===== config.mk =====
export PLATFORM = sky130hd
export DESIGN_NAME = scroll_sequencer_flat
export DESIGN_NICKNAME = d
export VERILOG_FILES = /design/src/rtl/scroll_sequencer_if.sv /design/src/rtl/scroll_sequencer.sv /design/src/flat_wrapper.sv
export SDC_FILE = /design/constraint.sdc
export NUM_CORES = 1
export LEC_CHECK = 0
export ABC_AREA = 1
export BUFFER_PORTS_ARGS = -buffer_cell sky130_fd_sc_hd__buf_2
export CELL_PAD_IN_SITES_DETAIL_PLACEMENT = 1
export CELL_PAD_IN_SITES_GLOBAL_PLACEMENT = 2
export CORE_MARGIN = 3
export CORE_UTILIZATION = 31
export DETAILED_ROUTE_END_ITERATION = 10
export PLACE_DENSITY_LB_ADDON = 0.1
export SYNTH_ARGS = -nofsm -noshare
export SYNTH_HDL_FRONTEND = slang
export SYNTH_SLANG_ARGS = --single-unit
export TNS_END_PERCENT = 1

===== constraint.sdc =====
create_clock -name clk -period 2.78 [get_ports clk]
set_clock_uncertainty 0.1 [all_clocks]
set_input_delay 0.417 -clock clk [delete_from_list [all_inputs] [get_ports clk]]
set_output_delay 0.417 -clock clk [all_outputs]
set_load 0.03 [all_outputs]

===== src/rtl/scroll_sequencer_if.sv =====
`default_nettype none
// ============================================================================
// Module      : scroll_sequencer_if
// Description : Control and status bundle for the scroll sequencer.
// Revision    : 1.0 - initial release
// ============================================================================
interface scroll_sequencer_if #(
    parameter int POS_W = 3
) ();
    logic             en;
    logic             tick;
    logic             dir;
    logic [1:0]       mode;
    logic             load;
    logic [POS_W-1:0] load_pos;
    logic [POS_W-1:0] pos;
    logic             cur_dir;
    logic             at_end;
    logic             wrap_pulse;
    logic             done;

    modport master (
        output en, tick, dir, mode, load, load_pos,
        input  pos, cur_dir, at_end, wrap_pulse, done
    );

    modport slave (
        input  en, tick, dir, mode, load, load_pos,
        output pos, cur_dir, at_end, wrap_pulse, done
    );
endinterface
`default_nettype wire


===== src/rtl/scroll_sequencer.sv =====
`default_nettype none
// ============================================================================
// Module      : scroll_sequencer
// Description : Scroll position sequencer with wrap/bounce/one-shot/hold modes.
// Revision    : 1.0 - initial release
// ============================================================================
module scroll_sequencer #(
    parameter int MAX_POS = 6,
    parameter int POS_W   = 3,
    parameter int DWELL   = 2
) (
    input  wire logic          clk,
    input  wire logic          reset,
    scroll_sequencer_if.slave  bus
);
    localparam logic [POS_W-1:0] c_MAX_POS      = POS_W'(MAX_POS);
    localparam logic [7:0]       c_DWELL        = 8'(DWELL);
    localparam logic [1:0]       c_MODE_WRAP    = 2'b00;
    localparam logic [1:0]       c_MODE_BOUNCE  = 2'b01;
    localparam logic [1:0]       c_MODE_ONESHOT = 2'b10;
    localparam logic [1:0]       c_MODE_HOLD    = 2'b11;

    typedef enum logic [1:0] {
        ST_RUN   = 2'd0,
        ST_DWELL = 2'd1,
        ST_DONE  = 2'd2
    } state_t;

    state_t           r_state,      w_state_next;
    logic [POS_W-1:0] r_pos,        w_pos_next;
    logic             r_cur_dir,    w_dir_next;
    logic [7:0]       r_dwell_cnt,  w_cnt_next;
    logic             r_done,       w_done_next;
    logic             r_wrap_pulse, w_wrap_next;

    logic             w_step;
    logic             w_follow;
    logic             w_step_dir;
    logic             w_outward;
    logic [POS_W-1:0] w_pos_inc;
    logic [POS_W-1:0] w_pos_dec;

    assign w_step     = bus.tick & bus.en & ~bus.load;
    assign w_follow   = (bus.mode == c_MODE_WRAP) || (bus.mode == c_MODE_ONESHOT);
    // Wrap/one-shot steer from the live dir input; bounce keeps its own direction.
    assign w_step_dir = w_follow ? bus.dir : r_cur_dir;
    assign w_outward  = w_step_dir ? (r_pos == c_MAX_POS) : (r_pos == '0);
    assign w_pos_inc  = r_pos + POS_W'(1);
    assign w_pos_dec  = r_pos - POS_W'(1);

    always_comb begin
        w_state_next = r_state;
        w_pos_next   = r_pos;
        w_dir_next   = r_cur_dir;
        w_cnt_next   = r_dwell_cnt;
        w_done_next  = r_done;
        w_wrap_next  = 1'b0;

        if (bus.load) begin
            w_pos_next   = (bus.load_pos > c_MAX_POS) ? c_MAX_POS : bus.load_pos;
            w_dir_next   = bus.dir;
            w_state_next = ST_RUN;
            w_cnt_next   = 8'd0;
            w_done_next  = 1'b0;
        end else if (w_step) begin
            if (w_follow && !(r_state == ST_DONE && bus.mode == c_MODE_ONESHOT))
                w_dir_next = bus.dir;

            case (r_state)
                ST_RUN: begin
                    if (bus.mode != c_MODE_HOLD) begin
                        if (!w_outward) begin
                            w_pos_next = w_step_dir ? w_pos_inc : w_pos_dec;
                        end else begin
                            case (bus.mode)
                                c_MODE_WRAP: begin
                                    w_pos_next  = w_step_dir ? '0 : c_MAX_POS;
                                    w_wrap_next = 1'b1;
                                end
                                c_MODE_BOUNCE: begin
                                    if (c_DWELL == 8'd0) begin
                                        w_dir_next = ~r_cur_dir;
                                        w_pos_next = r_cur_dir ? w_pos_dec : w_pos_inc;
                                    end else begin
                                        w_state_next = ST_DWELL;
                                        w_cnt_next   = 8'd1;
                                    end
                                end
                                default: begin
                                    w_state_next = ST_DONE;
                                    w_done_next  = 1'b1;
                                end
                            endcase
                        end
                    end
                end
                ST_DWELL: begin
                    if (bus.mode == c_MODE_BOUNCE) begin
                        if (r_dwell_cnt == c_DWELL) begin
                            w_dir_next   = ~r_cur_dir;
                            w_pos_next   = r_cur_dir ? w_pos_dec : w_pos_inc;
                            w_cnt_next   = 8'd0;
                            w_state_next = ST_RUN;
                        end else begin
                            w_cnt_next = r_dwell_cnt + 8'd1;
                        end
                    end else begin
                        w_state_next = ST_RUN;
                        w_cnt_next   = 8'd0;
                    end
                end
                ST_DONE: begin
                    if (bus.mode != c_MODE_ONESHOT) begin
                        w_state_next = ST_RUN;
                        w_done_next  = 1'b0;
                    end
                end
                default: begin
                    w_state_next = ST_RUN;
                    w_cnt_next   = 8'd0;
                end
            endcase
        end
    end

    always_ff @(posedge clk) begin
        if (reset) begin
            r_state      <= ST_RUN;
            r_pos        <= '0;
            r_cur_dir    <= 1'b1;
            r_dwell_cnt  <= 8'd0;
            r_done       <= 1'b0;
            r_wrap_pulse <= 1'b0;
        end else begin
            r_state      <= w_state_next;
            r_pos        <= w_pos_next;
            r_cur_dir    <= w_dir_next;
            r_dwell_cnt  <= w_cnt_next;
            r_done       <= w_done_next;
            r_wrap_pulse <= w_wrap_next;
        end
    end

    assign bus.pos        = r_pos;
    assign bus.cur_dir    = r_cur_dir;
    assign bus.at_end     = (r_pos == '0) || (r_pos == c_MAX_POS);
    assign bus.wrap_pulse = r_wrap_pulse;
    assign bus.done       = r_done;
endmodule
`default_nettype wire


===== src/flat_wrapper.sv =====
// flat-port wrapper written by rule: the top's interface ports become plain ports
module scroll_sequencer_flat 
#(
    parameter int MAX_POS = 6,
    parameter int POS_W   = 3,
    parameter int DWELL   = 2
)
  (clk, reset, bus_en, bus_tick, bus_dir, bus_mode, bus_load, bus_load_pos, bus_pos, bus_cur_dir, bus_at_end, bus_wrap_pulse, bus_done);
  scroll_sequencer_if #(.POS_W(POS_W)) bus_i ();
  input  wire logic clk;
  input  wire logic reset;
  input wire logic [$bits(bus_i.en)-1:0] bus_en;
  input wire logic [$bits(bus_i.tick)-1:0] bus_tick;
  input wire logic [$bits(bus_i.dir)-1:0] bus_dir;
  input wire logic [$bits(bus_i.mode)-1:0] bus_mode;
  input wire logic [$bits(bus_i.load)-1:0] bus_load;
  input wire logic [$bits(bus_i.load_pos)-1:0] bus_load_pos;
  output wire logic [$bits(bus_i.pos)-1:0] bus_pos;
  output wire logic [$bits(bus_i.cur_dir)-1:0] bus_cur_dir;
  output wire logic [$bits(bus_i.at_end)-1:0] bus_at_end;
  output wire logic [$bits(bus_i.wrap_pulse)-1:0] bus_wrap_pulse;
  output wire logic [$bits(bus_i.done)-1:0] bus_done;
  assign bus_i.en = bus_en;
  assign bus_i.tick = bus_tick;
  assign bus_i.dir = bus_dir;
  assign bus_i.mode = bus_mode;
  assign bus_i.load = bus_load;
  assign bus_i.load_pos = bus_load_pos;
  assign bus_pos = bus_i.pos;
  assign bus_cur_dir = bus_i.cur_dir;
  assign bus_at_end = bus_i.at_end;
  assign bus_wrap_pulse = bus_i.wrap_pulse;
  assign bus_done = bus_i.done;
  scroll_sequencer #(.MAX_POS(MAX_POS), .POS_W(POS_W), .DWELL(DWELL)) u_core (.clk(clk), .reset(reset), .bus(bus_i));
endmodule

# Word level (Yosys, flattened, before mapping)
# Index checks and enable logic that the tools add are counted.
# Widths: inputs -> output; s select.
[op_classes] eq_ne=19 add_sub_neg=3 n_reduce_logical=18 n_mux=39 bitwise=9 magnitude_cmp=1
[op_table] cell="$mux 8" n=5
[op_table] cell="$mux 3" n=11
[op_table] cell="$pmux 8 s3" n=1
[op_table] cell="$reduce_and 6->1" n=3
[op_table] cell="$mux 1" n=13
[op_table] cell="$mux 2" n=5
[op_table] cell="$ne 2x2->1 const B" n=5
[op_table] cell="$ne 3x2->1 const B" n=3
[op_table] cell="$add 8x1->8 const B" n=1
[op_table] cell="$eq 8x2->1 const B" n=1
[op_table] cell="$not 1->1" n=7
[op_table] cell="$ne 2x1->1 const B" n=3
[op_table] cell="$pmux 2 s3" n=1
[op_table] cell="$pmux 3 s2" n=1
[op_table] cell="$reduce_or 6->1" n=1
[op_table] cell="$reduce_and 5->1" n=1
[op_table] cell="$eq 2x1->1 const B" n=2
[op_table] cell="$eq 2x2->1 const B" n=2
[op_table] cell="$logic_not 2->1" n=2
[op_table] cell="$ne 4x4->1 const B" n=1
[op_table] cell="$pmux 2 s2" n=1
[op_table] cell="$reduce_bool 2->1" n=2
[op_table] cell="$reduce_or 2->1" n=2
[op_table] cell="$add 3x1->3 const B" n=1
[op_table] cell="11 further kinds" n=14
[word_totals] in_bits=11 output_inout_bits=7 word_cells=95 reg_bits=16

# Depth between registers and ports, before layout
# Gate-level depths: netlist (run 1).
[depth] word_depth=10 mapped_depth=13 depth_no_buf=13

# Least setup slack after synthesis (run 1)
# Ideal clock, no wire load.
[synth_timing] kind="register -> output" from="reg u_core.r_pos[0] (netlist: u_core.bus.pos[0])" to="out bus_at_end" t_arrival_ns=1.425 setup_slack_ns=0.838 required_time_ns=2.263 n_path_buf=0 path_stages_with_launch=5 path_cell_list="dfxtp_1 > inv_1 > ha_1 > inv_1 > o21ai_0"
[synth_between] elab_chain_len=2 elab_cells_between_ends=3 classes_between="eq/ne (1); reduce/logical (2)"
[synth_rtl] element="start, declared" line="scroll_sequencer.sv:30" rtl="logic [POS_W-1:0] r_pos, w_pos_next;"
[synth_rtl] element="start signal, assigned" line="scroll_sequencer.sv:136" rtl="r_pos <= w_pos_next;"
[synth_rtl] element="$eq 3x3->1 or $logic_not 3->1 (tied branches)" line="scroll_sequencer.sv:146" rtl="assign bus.at_end = (r_pos == '0) || (r_pos == c_MAX_POS);"
[synth_rtl] element="$logic_or 1x1->1 (*)" line="scroll_sequencer.sv:146"
[synth_rtl] element="end, declared" line="flat_wrapper.sv:20" rtl="output wire logic [$bits(bus_i.at_end)-1:0] bus_at_end;"
# Mark *: on every way between the ends. The rest lies on a longest branch, timed or not.

# Worst setup path after layout (run 1)
# Same ends and word-level chain as after synthesis.

==> flow_metrics.py, run 1 <==
metrics = {
    "timing": {
        "relSlewSlack": 0.620,
        "layout_setup_ws_ps": 997,
        "final-hold-violation-count": 0,
        "fin_hold_ws_ps": 362,
        "min_period_over_period": 0.641,
        "fin_crit_ps": 1780,
        "worstMarginPinSlew_ps": 568,
        "rsz0062_at_grt": "no",
        "finalSetupViolations": 0,
        "slew_violations": 0,
        "fmax_mhz": 561,
        "fin_setup_tns_ps": 0,
    },
    "grt": {
        "grt_use_total": 0.160,
        "grt_pass1_wl_um": 6330,
        "grt-ovfl-total": 0,
        "grt_use_met1": 0.217,
        "grt_max_degree": 10,
        "grt_util_met2": 0.261,
        "grt.busiest_layer": "met2",
        "grt_pass1_vias": 1378,
        "antenna_found_initial": 0,
        "met3_usage": 0.0275,
    },
    "power_and_ir_drop": {
        "peakVddDrop_uv": 258,
        "power_density_nw_per_um2": 411,
        "pwr-share-seq": 0.409,
        "power_switching_share": 0.318,
        "power.switching_uw": 189,
        "p_total_uw": 595,
        "power_frac_comb": 0.236,
        "p_int_uw": 405,
        "leakagePower_uw": 0.000688,
        "power_frac_clock": 0.355,
    },
    "yosys": {
        "ys_seq_area_frac": 0.257,
        "syn_nets": 225,
        "synth_edf_count": 0,
        "yosysWarnings": 0,
        "synthCells": 208,
        "ys_types": 22,
        "async_flop_share": 0,
        "avgSynthCellArea_um2": 6.00,
        "synthFlopType": "dfxtp_1",
        "synth.cell_area_um2": 1250,
        "ys_ff_latch": 16,
    },
    "floorplanning": {
        "core_area_um2": 3770,
        "row_count": 22,
        "chipWidth_um": 69.4,
        "dieArea_um2": 4820,
        "boundaryPins": 18,
        "start_util": 0.331,
        "die_height_um": 69.4,
    },
    "placement": {
        "routabilityCongestion": 0.851,
        "post-place-ws_ps": 931,
        "hpwlAfterDp_um": 3030,
        "port_buffers": 17,
        "place_inst": 273,
    },
    "finish": {
        "layout-drive-gt1-share": 0.166,
        "antenna_cells": 0,
        "area_delta_synth_final_pct": 16.0,
        "stdcell_count": 277,
        "nets": 247,
    },
    "detailed_routing": {
        "ant_nets": 0,
        "wire_per_inst_um": 13.1,
        "dr.pass1.iters": 4,
        "drt-total-wl_um": 3620,
        "num_vias": 1353,
        "vias_per_cell": 4.88,
        "drt_iter0_drc": 61,
        "drc": 0,
    },
    "clock_tree": {
        "cts_resized": 0,
        "h-tree-depth": 1,
        "cts_setup_buffers": 0,
        "clock_path_buffers": 2,
        "cts_hold_buf": 0,
        "cts_tree": "built",
        "clock-root-buffer": "clkbuf_8",
        "clock_latency_ps": 250,
        "clkSlewWorstSetupHoldPaths_ps": 60,
        "clock_sinks": 16,
        "numCtsBuffers": 3,
    },
    "status": {
        "outcome": "finished, final reports clean",
    },
    "hold_path": {
        "min_path_type": "input port to flip-flop",
        "min_from": "bus_dir",
    },
    "worst_setup_path": {
        "crit_fanout": 5,
        "r2r-start": "u_core.bus.pos[0]",
        "end_kind": "primary output",
        "critical_path_class": "flip-flop to primary output",
        "startpoint": "u_core.bus.pos[0]",
        "cp.required_ps": 2260,
        "cp-start-kind": "flip-flop",
        "cp.arrival_ps": 1270,
    },
    "job": {
        "cap_violations": 0,
    },
}
==> metal layers <==
layer  part of all wire  up-vias  routed length (µm)
met3              0.029        4                 106
li1                   -      704                   -
met5                  0        -                   0
met4             0.0091        0                  33
met2               0.45       13                1650
met1               0.51      632                1840
==> path summary, 6_finish.rpt <==
check	slack, ps	cells after the start	to
max reg2reg	1030	13	u_core.r_dwell_cnt[7]
min	360	3	u_core.bus.cur_dir
max	1000	5	bus_at_end
min reg2reg	370	2	u_core.bus.done
==> synthesized netlist by cell type (2+ instances only) <==
cell | n | share of area
nand3_1 | 22 | 0.088
o21ai_0 | 10 | 0.040
nand2_4 | 5 | 0.045
dfxtp_1 | 16 | 0.26
nor3_1 | 3 | 0.012
inv_2 | 4 | 0.012
nand4_1 | 2 | 0.010
nand2_1 | 45 | 0.14
nor2_1 | 37 | 0.11
inv_1 | 30 | 0.090
o21ai_1 | 3 | 0.012
ha_1 | 6 | 0.060
a21oi_1 | 13 | 0.052
nand2_2 | 4 | 0.020
==> worst max-delay path, cell delays in order, from the launching register on <==
cell     delay (ps)
dfxtp_1         380
inv_1           100
ha_1            200
nand2_1          70
o21ai_0          70
buf_2           190
==> area by class of cell <==
type                    instances  area, µm²
fillers                       518       2320
multi-input cells             157        793
flip-flops and latches         16        320
inverters                      35        134
repair buffers                 17       85.1
well taps                      48       60.1
clock buffers                   4       55.1
==> stage by stage <==
step	cell area (µm²)	util
floorplan	1250	-
global placement	1390	0.369
detailed placement	1390	0.369
CTS	1450	0.384
global route	1450	0.384
finish	1450	0.384
==> state kept, by name (all words and copies together), names as in the netlist <==
| name | flops |
|---|---|
| u_core.r_dwell_cnt | 8 |
| u_core.bus.pos | 3 |
| u_core.r_state | 2 |
| u_core.bus.cur_dir | 1 |
| u_core.bus.done | 1 |
| u_core.bus.wrap_pulse | 1 |
==> cells by family after synthesis <==
logic type	after synthesis	synth area share
fa+ha+maj	6	0.0602
compound gates	30	0.129
xor+xnor	1	0.00702
simple gates	120	0.439
buf+inv	35	0.107
flops	16	0.257
==> power groups by stage <==
stage                     clock [µW]  combinational (µW)  sequential, µW
after floorplan                    0                89.2             257
after global placement             0                 139             248
after detailed placement           0                 142             249
after CTS                        221                 143             243
after global routing             231                 162             245
final                            211                 141             243
==> layout by cell type, fill, tap and decap left out, types with 2 or more instances in the layout <==
cell type	synthesis	layout
inv_1	30	30
clkbuf_8	0	4
nand2_1	45	45
dfxtp_1	16	16
nand2_2	4	4
nand2_4	5	5
o21ai_1	3	3
nor3_1	3	3
o21ai_0	10	10
a21oi_1	13	13
buf_2	0	17
nand3_1	22	22
nand4_1	2	2
nor2_1	37	37
inv_2	4	4
ha_1	6	6
Power figures use the tool's default switching activity.
==> run 2: changes to the inputs <==
CORE_UTILIZATION = 29   (was 31)
clock period = 1.8 ns   (was 2.78 ns; I/O delays follow)
==> flow_metrics.py, run 2 (same netlist as run 1, synthesis figures left out) <==
metrics = {
    "timing": {
        "min_period_over_period": 0.921,
        "finalSetupViolations": 0,
        "fin_crit_ps": 1660,
        "worstMarginPinSlew_ps": 302,
        "relSlewSlack": 0.798,
        "fin_hold_ws_ps": 199,
        "rsz0062_at_grt": "yes",
        "final-hold-violation-count": 0,
        "fmax_mhz": 603,
        "slew_violations": 0,
    },
    "worst_setup_path": {
        "critical_path_class": "flip-flop to flip-flop",
        "crit_chain": "inv_1 -> ha_1 -> inv_1 -> nor2_2 -> nand3_2 -> nand2_4 -> inv_2 -> nand2_4 -> nand2_4 -> inv_4 -> nand2_1 -> o21ai_1 -> nor2_1",
        "critPathSlowestCell": "dfxtp_1",
        "cp.arrival_ps": 1710,
        "crit_fanout": 7,
        "r2r-end": "u_core.r_dwell_cnt[1]",
        "end_kind": "flip-flop",
        "r2r-start": "u_core.bus.pos[1]",
        "cp.required_ps": 1850,
        "crit_path_max_incr_delay_ps": 330,
        "crit_path_frequent_cell": "nand2_4",
        "cp-start-kind": "flip-flop",
        "regToRegSetupSlack_ps": 140,
        "r2r_cells": 13,
    },
    "floorplanning": {
        "chipWidth_um": 71.6,
        "core_area_um2": 4090,
        "row_count": 23,
        "start_util": 0.305,
        "dieArea_um2": 5120,
        "boundaryPins": 18,
        "die_height_um": 71.6,
    },
    "detailed_routing": {
        "dr.pass1.iters": 4,
        "drt_iter0_drc": 31,
        "drc": 0,
        "ant_nets": 0,
        "vias_per_cell": 4.76,
        "num_vias": 1348,
        "wire_per_inst_um": 13.4,
        "drt-total-wl_um": 3780,
    },
    "clock_tree": {
        "clock_path_buffers": 2,
        "h-tree-depth": 1,
        "clock_sinks": 16,
        "cts_hold_buf": 0,
        "clock-root-buffer": "clkbuf_8",
        "clock_latency_ps": 250,
        "clkSlewWorstSetupHoldPaths_ps": 70,
        "cts_tree": "built",
        "numCtsBuffers": 3,
    },
    "finish": {
        "multi_input_area_um2": 808,
        "register_area_um2": 322,
        "fillers": 580,
        "largest_register_ff_count": 8,
        "utilization": 0.366,
        "layout-drive-gt1-share": 0.210,
        "antenna_cells": 0,
        "area_delta_synth_final_pct": 20.0,
        "nets": 251,
        "final_cell_mix": "nand2_1, nor2_1, inv_1",
        "layout_commonest_cell": "nand2_1",
        "regMostFlops": "u_core.r_dwell_cnt",
    },
    "power_and_ir_drop": {
        "leakagePower_uw": 0.000709,
        "peakVddDrop_uv": 343,
        "power_density_nw_per_um2": 631,
    },
    "status": {
        "outcome": "finished, final reports clean",
    },
    "hold_path": {
        "hold_depth": 3,
        "worstHoldEndpoint": "u_core.bus.cur_dir",
        "min_path_type": "input port to flip-flop",
        "min_from": "bus_dir",
    },
    "placement": {
        "port_buffers": 17,
        "routabilityCongestion": 0.793,
        "hpwlAfterDp_um": 3160,
    },
    "grt": {
        "grt-ovfl-total": 0,
        "grt_pass1_wl_um": 6490,
        "grt_use_total": 0.158,
        "grt_max_degree": 10,
        "antenna_found_initial": 0,
        "grt_pass1_vias": 1445,
    },
    "job": {
        "cap_violations": 0,
    },
}
[run 2: cell type report]
cell class	instances	share of cell area
multi-input combinational	157	0.540
sequential	16	0.215
tap	50	0.0418
inverter	35	0.0895
timing repair buffer	21	0.0769
clock buffer	4	0.0368
[run 2: repair_timing]
| action | in CTS | in global routing |
|---|---|---|
| resized for setup | 0 | 7 |
| hold endpoints to repair | 0 | 0 |
| setup endpoints to repair | 0 | 13 |
| buffers inserted | 0 | 0 |
[run 2: critical path: cells and delay by family (launching register included)]
kind	cells	cell delay, ps
buffers and inverters	4	280
and+or+nand+nor	7	640
adders and majority gates	1	140
DFF	1	330
AOI/OAI and AO/OA	1	70
[run 2: per-stage QoR]
stage               cells  worst slack [ps]  power (µW)  setup TNS (ps)  area [µm²]
floorplan             208              5.02         535               0        1250
global placement      279               116         609               0        1430
detailed placement    279              36.8         615               0        1430
CTS                   283              10.9         957               0        1480
global route          283             -17.4        1010           -28.6        1500
finish                283               141         945               0        1500
[run 2: how the worst max path moves through the flow]
stage / startpoint / to / cells past startpoint
3_3_place_gp: u_core.bus.pos[0] / u_core.bus.pos[0] / 12
4_1_cts: u_core.bus.pos[0] / u_core.bus.pos[0] / 12
2_1_floorplan: u_core.bus.pos[0] / bus_at_end / 4
6_report: u_core.bus.pos[1] / u_core.r_dwell_cnt[1] / 13
5_1_grt: u_core.bus.pos[1] / u_core.r_dwell_cnt[7] / 13
3_5_place_dp: u_core.bus.pos[0] / u_core.bus.pos[0] / 12
[run 2: where the power goes]
| group | internal (µW) | switching (µW) | leakage, µW |
|---|---|---|---|
| clock | 194 | 145 | 0.0000288 |
| sequential | 362 | 9.25 | 0.000130 |
| combinational | 78.7 | 156 | 0.000549 |
[run 2: layer usage]
layer / up-vias / global-route usage / part of all wire
met5: - / 0 / 0
met4: 0 / 0.0313 / 0.011
met3: 6 / 0.0182 / 0.026
met2: 16 / 0.303 / 0.52
met1: 613 / 0.187 / 0.44
li1: 713 / - / -
==> run 3: changes to the inputs <==
CELL_PAD_IN_SITES_DETAIL_PLACEMENT = default   (was 1)
CELL_PAD_IN_SITES_GLOBAL_PLACEMENT = default   (was 2)
CORE_UTILIZATION = 40   (was 29)
PLACE_DENSITY_LB_ADDON = default   (was 0.1)
==> flow_metrics.py, run 3 (same netlist as run 1, synthesis figures left out) <==
metrics = {
    "detailed_routing": {
        "wire_per_inst_um": 11.0,
        "dr.pass1.iters": 4,
        "drc": 0,
        "vias_per_cell": 5.02,
        "drt-total-wl_um": 2890,
        "ant_nets": 0,
        "drt_iter0_drc": 36,
        "num_vias": 1316,
    },
    "timing": {
        "finalSetupViolations": 0,
        "fin_crit_ps": 1630,
        "fmax_mhz": 613,
        "worstMarginPinSlew_ps": 269,
        "min_period_over_period": 0.907,
        "slew_violations": 0,
        "final-hold-violation-count": 0,
        "rsz0062_at_grt": "yes",
        "fin_setup_tns_ps": 0,
        "relSlewSlack": 0.821,
        "fin_hold_ws_ps": 167,
    },
    "job": {
        "cap_violations": 0,
    },
    "power_and_ir_drop": {
        "peakVddDrop_uv": 366,
        "power.switching_uw": 271,
        "p_total_uw": 830,
        "p_int_uw": 559,
        "power_frac_clock": 0.289,
        "pwr-share-seq": 0.450,
        "power_density_nw_per_um2": 581,
        "power_frac_comb": 0.261,
        "power_switching_share": 0.326,
        "leakagePower_uw": 0.000690,
    },
    "finish": {
        "antenna_cells": 0,
        "area_delta_synth_final_pct": 14.5,
        "layout-drive-gt1-share": 0.186,
        "layout_commonest_cell": "nand2_1",
        "final_cell_mix": "nand2_1, nor2_1, inv_1",
        "nets": 249,
        "regMostFlops": "u_core.r_dwell_cnt",
        "largest_register_ff_count": 8,
    },
    "floorplanning": {
        "start_util": 0.437,
        "chipWidth_um": 61.8,
        "row_count": 19,
        "dieArea_um2": 3820,
        "core_area_um2": 2850,
        "boundaryPins": 18,
        "die_height_um": 61.8,
    },
    "worst_setup_path": {
        "cp.required_ps": 1890,
        "end_kind": "flip-flop",
        "cp-start-kind": "flip-flop",
        "critical_path_class": "flip-flop to flip-flop",
        "crit_fanout": 7,
        "cp.arrival_ps": 1720,
    },
    "placement": {
        "hpwlAfterDp_um": 2440,
        "routabilityCongestion": 0.871,
        "port_buffers": 17,
    },
    "grt": {
        "grt_use_total": 0.171,
        "grt_pass1_vias": 1183,
        "grt_max_degree": 10,
        "grt_pass1_wl_um": 4910,
        "grt-ovfl-total": 0,
        "antenna_found_initial": 0,
    },
    "clock_tree": {
        "h-tree-depth": 1,
        "clock_path_buffers": 2,
        "clock_latency_ps": 290,
        "clock_sinks": 16,
        "clkSlewWorstSetupHoldPaths_ps": 100,
        "cts_setup_buffers": 0,
        "cts_tree": "built",
        "clock-root-buffer": "clkbuf_4",
        "numCtsBuffers": 3,
    },
    "status": {
        "outcome": "finished, final reports clean",
    },
    "hold_path": {
        "min_path_type": "input port to flip-flop",
    },
}
run 3: cell types whose count changed in the layout (fill, tap and decap cells not counted):
cell      change
inv_1         +1
clkbuf_4      +3
buf_4         -2
nand2_1       +1
nand3_2       -1
nor2_2        -1
nand3_1       +1
clkbuf_8      -3
nor2_1        +1
nand2_2       -1
inv_2         -1
run 3: worst paths after layout:
check	startpoint	end	slack, ps	depth (start not counted)
setup reg to reg	u_core.bus.pos[0]	u_core.r_dwell_cnt[7]	170	13
hold reg to reg	u_core.bus.done	u_core.bus.done	390	2
setup / recovery	u_core.bus.pos[0]	u_core.r_dwell_cnt[7]	170	13
hold / removal	bus_dir	u_core.bus.cur_dir	170	3
run 3: timing repair:
item / in CTS / in global routing
hold buffers: 0 / 0
hold endpoints to repair: 0 / 0
setup endpoints to repair: 0 / 12
resized for setup: 0 / 3
run 3: area by class of cell:
class | count | area (µm²)
clock buffer | 4 | 36.3
fill | 326 | 1420
inverter | 35 | 134
multi-input combinational | 157 | 798
sequential | 16 | 322
tap | 31 | 38.8
timing repair buffer | 19 | 100
run 3: critical path: stages (launching register included):
cell and delay, ps:
dfxtp_1 320, inv_1 100, ha_1 150, inv_1 50, nor2_2 110, nand3_2 110
nand2_4 110, inv_2 50, nand2_4 80, nand2_4 80, inv_4 90, nand3_1 70
nand2_1 70, nor2_1 40
run 3: routing by layer:
layer | GRT usage | up-vias | wire length [µm]
met5 | 0 | - | 0
met4 | 0.0455 | 0 | 31
met3 | 0.0186 | 4 | 96
met2 | 0.311 | 18 | 1460
met1 | 0.213 | 586 | 1310
li1 | - | 708 | -
run 3: per-stage QoR:
| stage | utilization | instance area, µm² | worst slack, ps | std cells |
|---|---|---|---|---|
| 2_1_floorplan | - | 1250 | 5.02 | 208 |
| 3_3_place_gp | 0.486 | 1390 | 171 | 258 |
| 3_5_place_dp | 0.486 | 1390 | 117 | 258 |
| 4_1_cts | 0.499 | 1420 | 102 | 262 |
| 5_1_grt | 0.501 | 1430 | -8.09 | 262 |
| 6_report | 0.501 | 1430 | 168 | 262 |
run 3: power by group through the flow:
stage / Clock [µW] / Sequential, µW / Combinational, µW
after global routing: 257 / 376 / 244
after CTS: 247 / 373 / 217
after global placement: 0 / 381 / 214
after detailed placement: 0 / 382 / 216
final: 240 / 374 / 216
after floorplan: 0 / 397 / 138
